### config.mk
export PLATFORM = sky130hd
export DESIGN_NAME = rectangle_sched_flat
export DESIGN_NICKNAME = d
export VERILOG_FILES = /design/src/rtl/rectangle_sched_if.sv /design/src/rtl/rectangle_sched.sv /design/src/flat_wrapper.sv
export SDC_FILE = /design/constraint.sdc
export NUM_CORES = 1
export LEC_CHECK = 0
export CAP_MARGIN = 10
export CORE_AREA = 10 10 249 251
export DETAILED_ROUTE_END_ITERATION = 8
export DIE_AREA = 0 0 259 261
export PLACE_DENSITY_LB_ADDON = 0.05
export SYNTH_ARGS = -nofsm -noshare
export SYNTH_HDL_FRONTEND = slang
export SYNTH_SLANG_ARGS = --single-unit
### constraint.sdc
create_clock -name clk -period 1.35 [get_ports clk]
set_input_delay 0.135 -clock clk [delete_from_list [all_inputs] [get_ports clk]]
set_output_delay 0.135 -clock clk [all_outputs]
set_load 0.1 [all_outputs]
### src/rtl/rectangle_sched_if.sv
// Request/response bundle for the shared RECTANGLE-80 scheduler.
// The master side holds the requesters and the result consumer; the slave side is the scheduler.
interface rectangle_sched_if #(
  parameter int unsigned NREQ = 2,
  parameter int unsigned IDW  = 1
);
  logic [NREQ-1:0]    req_valid;
  logic [NREQ-1:0]    req_ready;
  logic [64*NREQ-1:0] req_pt;
  logic [80*NREQ-1:0] req_key;
  logic               rsp_valid;
  logic               rsp_ready;
  logic [63:0]        rsp_data;
  logic [IDW-1:0]     rsp_id;

  modport master (
    output req_valid, req_pt, req_key, rsp_ready,
    input  req_ready, rsp_valid, rsp_data, rsp_id
  );

  modport slave (
    input  req_valid, req_pt, req_key, rsp_ready,
    output req_ready, rsp_valid, rsp_data, rsp_id
  );
endinterface

### src/rtl/rectangle_sched.sv
// Round-robin scheduler sharing one combinational RECTANGLE-80 round unit
// between NREQ requesters; sequences the rounds and returns the whitened result.
module rectangle_sched #(
  parameter int unsigned NREQ   = 2,
  parameter int unsigned IDW    = 1,
  parameter int unsigned ROUNDS = 25
) (
  input  logic                 clk,
  input  logic                 rst,
  rectangle_sched_if.slave     bus,
  output logic                 busy,
  output logic [63:0]          rf_state,
  output logic [79:0]          rf_key,
  output logic [4:0]           rf_rc,
  output logic [4:0]           rf_round,
  input  logic [63:0]          rf_state_nxt,
  input  logic [79:0]          rf_key_nxt
);

  typedef enum logic [1:0] {IDLE, RUN, DONE} fsm_t;

  fsm_t           fsm;
  logic [63:0]    state_reg;
  logic [79:0]    key_reg;
  logic [4:0]     rc;
  logic [4:0]     cnt;
  logic [IDW-1:0] id_reg;
  logic [IDW-1:0] rr_ptr;
  logic           rsp_valid_q;
  logic           busy_q;

  logic [NREQ-1:0] grant;
  logic [IDW-1:0]  gnt_id;
  logic [63:0]     gnt_pt;
  logic [79:0]     gnt_key;
  logic            found;

  // Offset i walks the ring starting just past the last winner; the first valid requester wins.
  always_comb begin
    grant   = '0;
    gnt_id  = '0;
    gnt_pt  = '0;
    gnt_key = '0;
    found   = 1'b0;
    if (fsm == IDLE) begin
      for (int unsigned i = 1; i <= NREQ; i++) begin
        for (int unsigned j = 0; j < NREQ; j++) begin
          if (!found && bus.req_valid[j] && (j == (32'(rr_ptr) + i) % NREQ)) begin
            found    = 1'b1;
            grant[j] = 1'b1;
            gnt_id   = IDW'(j);
            gnt_pt   = bus.req_pt[64*j +: 64];
            gnt_key  = bus.req_key[80*j +: 80];
          end
        end
      end
    end
  end

  always_ff @(posedge clk) begin
    if (rst) begin
      fsm         <= IDLE;
      state_reg   <= '0;
      key_reg     <= '0;
      rc          <= 5'h01;
      cnt         <= '0;
      id_reg      <= '0;
      rr_ptr      <= IDW'(NREQ - 1);
      rsp_valid_q <= 1'b0;
      busy_q      <= 1'b0;
    end else begin
      case (fsm)
        IDLE: begin
          if (found) begin
            state_reg <= gnt_pt;
            key_reg   <= gnt_key;
            rc        <= 5'h01;
            cnt       <= '0;
            id_reg    <= gnt_id;
            rr_ptr    <= gnt_id;
            busy_q    <= 1'b1;
            fsm       <= RUN;
          end
        end
        RUN: begin
          state_reg <= rf_state_nxt;
          key_reg   <= rf_key_nxt;
          rc        <= {rc[3:0], rc[4] ^ rc[2]};
          if (cnt == 5'(ROUNDS - 1)) begin
            cnt         <= '0;
            rsp_valid_q <= 1'b1;
            fsm         <= DONE;
          end else begin
            cnt <= cnt + 5'd1;
          end
        end
        DONE: begin
          if (bus.rsp_ready) begin
            rsp_valid_q <= 1'b0;
            busy_q      <= 1'b0;
            fsm         <= IDLE;
          end
        end
        default: fsm <= IDLE;
      endcase
    end
  end

  assign bus.req_ready = grant;
  assign bus.rsp_valid = rsp_valid_q;
  assign bus.rsp_data  = rsp_valid_q ? (state_reg ^ key_reg[79:16]) : '0;
  assign bus.rsp_id    = rsp_valid_q ? id_reg : '0;
  assign busy          = busy_q;
  assign rf_state      = state_reg;
  assign rf_key        = key_reg;
  assign rf_rc         = rc;
  assign rf_round      = cnt;

endmodule

### src/flat_wrapper.sv
// flat-port wrapper written by rule: the top's interface ports become plain ports
module rectangle_sched_flat 
#(
  parameter int unsigned NREQ   = 2,
  parameter int unsigned IDW    = 1,
  parameter int unsigned ROUNDS = 25
)
  (clk, rst, busy, rf_state, rf_key, rf_rc, rf_round, rf_state_nxt, rf_key_nxt, bus_req_valid, bus_req_pt, bus_req_key, bus_rsp_ready, bus_req_ready, bus_rsp_valid, bus_rsp_data, bus_rsp_id);
  rectangle_sched_if #(.NREQ(NREQ), .IDW(IDW)) bus_i ();
  input  logic clk;
  input  logic rst;
  output logic busy;
  output logic [63:0] rf_state;
  output logic [79:0] rf_key;
  output logic [4:0] rf_rc;
  output logic [4:0] rf_round;
  input  logic [63:0] rf_state_nxt;
  input  logic [79:0] rf_key_nxt;
  input wire logic [$bits(bus_i.req_valid)-1:0] bus_req_valid;
  input wire logic [$bits(bus_i.req_pt)-1:0] bus_req_pt;
  input wire logic [$bits(bus_i.req_key)-1:0] bus_req_key;
  input wire logic [$bits(bus_i.rsp_ready)-1:0] bus_rsp_ready;
  output wire logic [$bits(bus_i.req_ready)-1:0] bus_req_ready;
  output wire logic [$bits(bus_i.rsp_valid)-1:0] bus_rsp_valid;
  output wire logic [$bits(bus_i.rsp_data)-1:0] bus_rsp_data;
  output wire logic [$bits(bus_i.rsp_id)-1:0] bus_rsp_id;
  assign bus_i.req_valid = bus_req_valid;
  assign bus_i.req_pt = bus_req_pt;
  assign bus_i.req_key = bus_req_key;
  assign bus_i.rsp_ready = bus_rsp_ready;
  assign bus_req_ready = bus_i.req_ready;
  assign bus_rsp_valid = bus_i.rsp_valid;
  assign bus_rsp_data = bus_i.rsp_data;
  assign bus_rsp_id = bus_i.rsp_id;
  rectangle_sched #(.NREQ(NREQ), .IDW(IDW), .ROUNDS(ROUNDS)) u_core (.clk(clk), .rst(rst), .bus(bus_i), .busy(busy), .rf_state(rf_state), .rf_key(rf_key), .rf_rc(rf_rc), .rf_round(rf_round), .rf_state_nxt(rf_state_nxt), .rf_key_nxt(rf_key_nxt));
endmodule
==> impl_metrics.yaml, run 1 <==
status:
  status: "finished, violations left"
  violations: "negative setup slack"
min_path:
  hp-class: "in2reg"
  hold_end: "u_core.rf_key[55]"
  worstHoldPathCells: 3
  hp-start: "rf_key_nxt[55]"
worst_setup_path:
  reg2reg_slack_ns: -0.31
  required_ns: 1.22
  cpLargestDelayFamily: "buffers and inverters"
  cp_cell_sequence: "buf_12 > clkbuf_16 > and2_4 > buf_12"
  worst_setup_path_end_kind: "primary output"
  worst_r2r_path_depth: 7
  crit_type: "reg2out"
  worstPathMaxFanout: 8
  cp_num_buf_inv: 3
  cp_slowest_stage_delay_ns: 0.38
  cp_data_arrival_time_ns: 1.55
  cp_common_cell: "buf_12"
  cp_slowest_cell: "dfxtp_4"
  r2r_end: "u_core.rf_key[41]"
  start_kind: "flip-flop"
  r2r_start: "u_core.rr_ptr"
die:
  num_io_pins: 660
  core-area_mm2: 0.05714
  die_area_mm2: 0.06760
  fp.dieH_um: 261
  core.rowCount: 88
  start_util: 0.1452
  die_w_um: 259
sta:
  post-route-min-period_ns: 1.681
  worstMarginPinSlew_ns: 0.4244
  final_hold_viol_count: 0
  drv_slew: 0
  hold_ws_ns: 0.2500
  grt_setup_unrepaired: "true"
  fmax_ghz: 0.5950
  period_share: 1.245
  fin_setup_tns_ns: -53.02
  finalSetupViolCount: 217
  skew_ns: 0.01175
  relSlewSlack: 0.7171
  fin_ws_ns: -0.3307
power_and_ir_drop:
  pwr-share-seq: 0.271
  p_int_uw: 13030
  cellPowerDensity_mw_per_mm2: 966.6
  p_sw_uw: 9367
  clkPwrFrac: 0.226
  comb_power_share: 0.503
  irDropWorstVdd_mv: 1.018
  switching_share: 0.4182
  p_leak_uw: 0.008688
clock_network:
  cts_buffer_depth: 2
  h-tree-depth: 4
  hold_buffers: 0
  cts_num_sinks: 160
  cts_tree: "yes"
  insertion_delay_ns: 0.50
  cts_root_buffer: "clkbuf_16"
  cts.clk_slew.worst_paths_ns: 0.08
  numCtsBuffers: 17
drt:
  firstDrtPassIters: 5
  final_antenna_net_count: 0
  wl_per_cell_um: 29.35
  drc_errors: 0
  vias_per_cell: 4.494
  wl_mm: 72.25
  drtIter0Drc: 447
  via_count: 11070
synthesis:
  synth_seq_area_share: 0.3861
  synth_top_area_frac: 0.3861
  yosysUniqueCellTypes: 35
  netlist_area_mm2: 0.008297
  synth_fp_nets: 1333
  postSynthCellCount: 894
  synth_seq_cells: 160
  synth.avg_cell_area_um2: 9.280
  yosysWarningCount: 0
  yosys.area.top_type: "dfxtp_1"
  synthTopCellsByArea: "dfxtp_1 (39%), a221oi_1 (15%), o2bb2ai_1 (15%)"
placement:
  post-place-cells: 2340
  dp_hpwl_mm: 52.33
  postPlaceCellArea_mm2: 0.01970
  place_congestion: 0.8415
  numPortBuffers: 659
  place_ws_ns: -0.8371
global_routing:
  antenna_found_initial: 10
  grt_pass1_vias: 11590
  overflow: 0
  grt_pass1_wl_mm: 94.47
  groute.usage.overall: 0.1975
  grt_max_degree: 54
finish:
  multi_input_area_mm2: 0.006315
  final_cell_mix: "clkdlybuf4s50_1 (436), buf_12 (269), dfxtp_2 (134)"
  final_nets: 2116
  seq_area_mm2: 0.003393
  final_common_cell: "clkdlybuf4s50_1"
  final_cells: 2462
  largest_reg_flops: 80
  fill_cells: 5458
  drive_above_1_share: 0.5083
  syn_to_final_growth_pct: 179.3
  stdcell_area_mm2: 0.02317
run:
  maxCapViolCount: 0
## kinds of logic (layout without fill, tap and decap cells)
| group | Yosys count | in the layout | synth area share |
|---|---|---|---|
| compound gates | 451 | 451 | 0.4072 |
| flops | 160 | 160 | 0.3861 |
| simple gates | 108 | 108 | 0.07676 |
| buf+inv | 108 | 904 | 0.05836 |
| xor+xnor | 65 | 65 | 0.06862 |
| fa+ha+maj | 2 | 2 | 0.003016 |
| other cells | 0 | 7 | 0 |
## cells in the mapped netlist
cell type,count
inv_2,1
a21boi_0,1
o21a_1,1
dfxtp_1,160
a22oi_1,5
a221o_1,1
and2_1,66
xor2_1,65
buf_2,36
a2bb2oi_1,1
buf_1,9
a21oi_1,5
nor3_4,2
buf_6,1
a221oi_1,144
clkbuf_1,52
or2_2,1
nand3b_1,1
and4b_1,1
buf_4,7
and2b_1,1
nand2b_1,1
nor2_4,2
nor2b_1,1
o21ai_1,24
o21ai_0,121
nor3_1,2
o21bai_1,1
nor2_1,21
a311oi_1,3
inv_1,2
ha_1,2
nand3_1,2
nand2_1,7
o2bb2ai_1,144
## worst max path at each step
stage | to | from | cells past startpoint
2_1_floorplan | u_core.rf_round[3] | u_core.rf_round[0] | 6
3_3_place_gp | u_core.rf_key[50] | bus_req_valid[0] | 6
3_5_place_dp | u_core.rf_key[50] | bus_req_valid[0] | 6
4_1_cts | bus_req_ready[1] | u_core.rr_ptr | 5
5_1_grt | u_core.rf_key[8] | u_core.rr_ptr | 7
6_report | bus_rsp_data[50] | u_core.bus.rsp_valid | 4
## worst reg2reg max path, stage by stage, from the launching register on
cell and delay (ns):
dfxtp_2 0.32, buf_6 0.11, a21boi_4 0.16, buf_4 0.26
buf_6 0.25, buf_12 0.23, a221oi_2 0.11, o2bb2ai_1 0.15
## power groups by stage
stage,Clock (uW),Sequential (uW),Combinational (uW)
floorplan,0,9170,1780
global placement,0,6160,9720
detailed placement,0,6160,9710
CTS,5280,6060,10600
global route,5450,6130,11700
finish,5060,6070,11300
## layer usage
layer,track usage,part of all wire
met5,0,0.00051
met4,0.05914,0.021
met3,0.06420,0.069
met2,0.3636,0.53
met1,0.2112,0.38
## stage by stage
step           total power, uW    util
3_3_place_gp             15880  0.3447
5_1_grt                  23270  0.4055
4_1_cts                  21910  0.3802
2_1_floorplan            10950       -
3_5_place_dp             15870  0.3447
6_report                 22400  0.4055
## final cells by class
class,count,area share
diodes,7,0.0007559
clock buffers,21,0.01901
clock inverters,11,0.005021
inverters,3,0.001026
multi-input cells,626,0.2725
flip-flops and latches,160,0.1464
well taps,765,0.04130
repair buffers,869,0.5140
## timing repair
item,4_1_cts,5_1_grt
gates cloned,20,17
pin swaps,48,77
endpoints found under the hold margin,0,0
gates resized for setup,111,186
buffers inserted,24,39
endpoints found under the setup margin,224,227
(Power assumes the default switching activity.)
==> run 2, diff against run 1 <==
--- a/config.mk
+++ b/config.mk
@@ -9,7 +9,9 @@
 export CORE_AREA = 10 10 249 251
 export DETAILED_ROUTE_END_ITERATION = 8
 export DIE_AREA = 0 0 259 261
+export GPL_TIMING_DRIVEN = 0
 export PLACE_DENSITY_LB_ADDON = 0.05
+export SLEW_MARGIN = 20
 export SYNTH_ARGS = -nofsm -noshare
 export SYNTH_HDL_FRONTEND = slang
 export SYNTH_SLANG_ARGS = --single-unit
==> impl_metrics.yaml, run 2 (synthesis gave the netlist of run 1 again) <==
worst_setup_path:
  cpLargestDelayFamily: "buffers and inverters"
  required_ns: 1.22
  crit_type: "reg2out"
  cp_num_buf_inv: 3
  cp_slowest_stage_delay_ns: 0.41
  start_kind: "flip-flop"
  worst_setup_path_end_kind: "primary output"
  worstPathMaxFanout: 10
  cp_slowest_cell: "dfxtp_4"
  cp_data_arrival_time_ns: 1.58
  cp_cell_sequence: "clkbuf_16 > clkbuf_8 > and2_4 > buf_12"
placement:
  numPortBuffers: 658
  dp_hpwl_mm: 55.51
  post-place-cells: 2317
  place_congestion: 0.8182
drt:
  firstDrtPassIters: 5
  via_count: 10930
  drc_errors: 0
  drtIter0Drc: 332
  wl_met3_mm: 5.050
  wl_met1_mm: 27.21
  wl_per_cell_um: 29.45
  maxUsedRoutingLayer: "met5"
  wl_met2_mm: 38.45
  wl_mm: 72.08
  final_antenna_net_count: 0
  vias_per_cell: 4.464
finish:
  drive_above_1_share: 0.5424
  syn_to_final_growth_pct: 166.7
  final_cell_mix: "clkdlybuf4s50_1 (435), dfxtp_2 (136), o2bb2ai_1 (120)"
  final_cells: 2448
  fill_cells: 5632
  largest_reg_flops: 80
  final_common_cell: "clkdlybuf4s50_1"
  finish.utilization: 0.3872
  final_nets: 2102
clock_network:
  numCtsBuffers: 17
  h-tree-depth: 4
  hold_buffers: 0
  cts_tree: "yes"
  cts_root_buffer: "clkbuf_16"
  cts_num_sinks: 160
  insertion_delay_ns: 0.50
  cts_buffer_depth: 2
  cts.clk_slew.worst_paths_ns: 0.07
sta:
  period_share: 1.272
  skew_ns: 0.01155
  worstMarginPinSlew_ns: 0.6032
  relSlewSlack: 0.5979
  grt_setup_unrepaired: "true"
  finalSetupViolCount: 215
  fmax_ghz: 0.5824
  post-route-min-period_ns: 1.717
  final_hold_viol_count: 0
  fin_setup_tns_ns: -50.38
  fin_ws_ns: -0.3671
  drv_slew: 0
die:
  die_area_mm2: 0.06760
  num_io_pins: 660
  start_util: 0.1452
  fp.dieH_um: 261
  core-area_mm2: 0.05714
  die_w_um: 259
  core.rowCount: 88
global_routing:
  grt_max_degree: 17
  groute.usage.overall: 0.2044
  grt_pass1_vias: 11740
  grt_pass1_wl_mm: 97.42
  overflow: 0
  antenna_found_initial: 12
run:
  maxCapViolCount: 0
min_path:
  hp-class: "in2reg"
status:
  status: "finished, violations left"
  violations: "negative setup slack"
power_and_ir_drop:
  cellPowerDensity_mw_per_mm2: 975.4
  irDropWorstVdd_mv: 1.046
  p_leak_uw: 0.008312
==> run 2: changes by cell type in the layout (fill, tap and decap cells not counted), moves of 20 or more <==
| cell | delta |
|---|---|
| buf_12 | -169 |
| buf_6 | +82 |
| a221oi_4 | +37 |
| o21ai_2 | +33 |
| o21ai_0 | -30 |
| a221oi_2 | -27 |
| buf_4 | +22 |
| buf_8 | +20 |
==> run 2: worst paths after layout <==
path / from / endpoint / slack, ns / cells past startpoint
max: u_core.bus.rsp_valid / bus_rsp_data[54] / -0.37 / 4
max reg2reg: u_core.rr_ptr / u_core.rf_state[33] / -0.33 / 8
min reg2reg: u_core.rf_round[4] / u_core.rf_round[4] / 0.47 / 1
min: rst / u_core.rf_rc[0] / 0.19 / 2
==> run 2: layer usage <==
layer  track usage  vias to the layer above
met5             0                        -
met4       0.05702                       12
met3       0.06805                       62
met2        0.3764                      357
met1        0.2191                     5354
li1              -                     5142
==> run 2: cell type report <==
cell class                      count  area [um^2]  share of cell area
Antenna cell                        7        17.52           0.0007916
Clock inverter                     13        138.9            0.006276
Multi-Input combinational cell    626         7028              0.3176
Buffer                             96         1413             0.06384
Inverter                            3        16.27           0.0007351
Timing Repair Buffer              759         8726              0.3943
Sequential cell                   160         3388              0.1531
Clock buffer                       19        442.9             0.02002
Tap cell                          765        957.2             0.04326
==> run 2: metrics by stage <==
stage	instance area [um^2]	setup WS (ns)	hold WS [ns]	total power (uW)
final	22130	-0.3671	0.1914	21580
after global routing	22120	-0.4393	0.2233	22470
after CTS	20790	-0.4611	0.1676	21250
after detailed placement	16690	-2.032	0.4456	14310
after global placement	16700	-2.015	0.4442	14320
after floorplan	9153	-0.1568	0.2527	10950
==> run 2: power breakdown <==
group	internal [uW]	switching, uW	leakage (uW)
Clock	2770	2450	0.000271
Combinational	4110	6390	0.00667
Sequential	5290	569	0.00137
Total	12200	9410	0.00831
==> run 2: timing repair <==
| action | in CTS | in global routing |
|---|---|---|
| gates resized for setup | 2056 | 243 |
| cloned | 24 | 7 |
| buffers inserted | 57 | 20 |
| setup endpoints to repair | 378 | 239 |
| pin swaps | 84 | 91 |
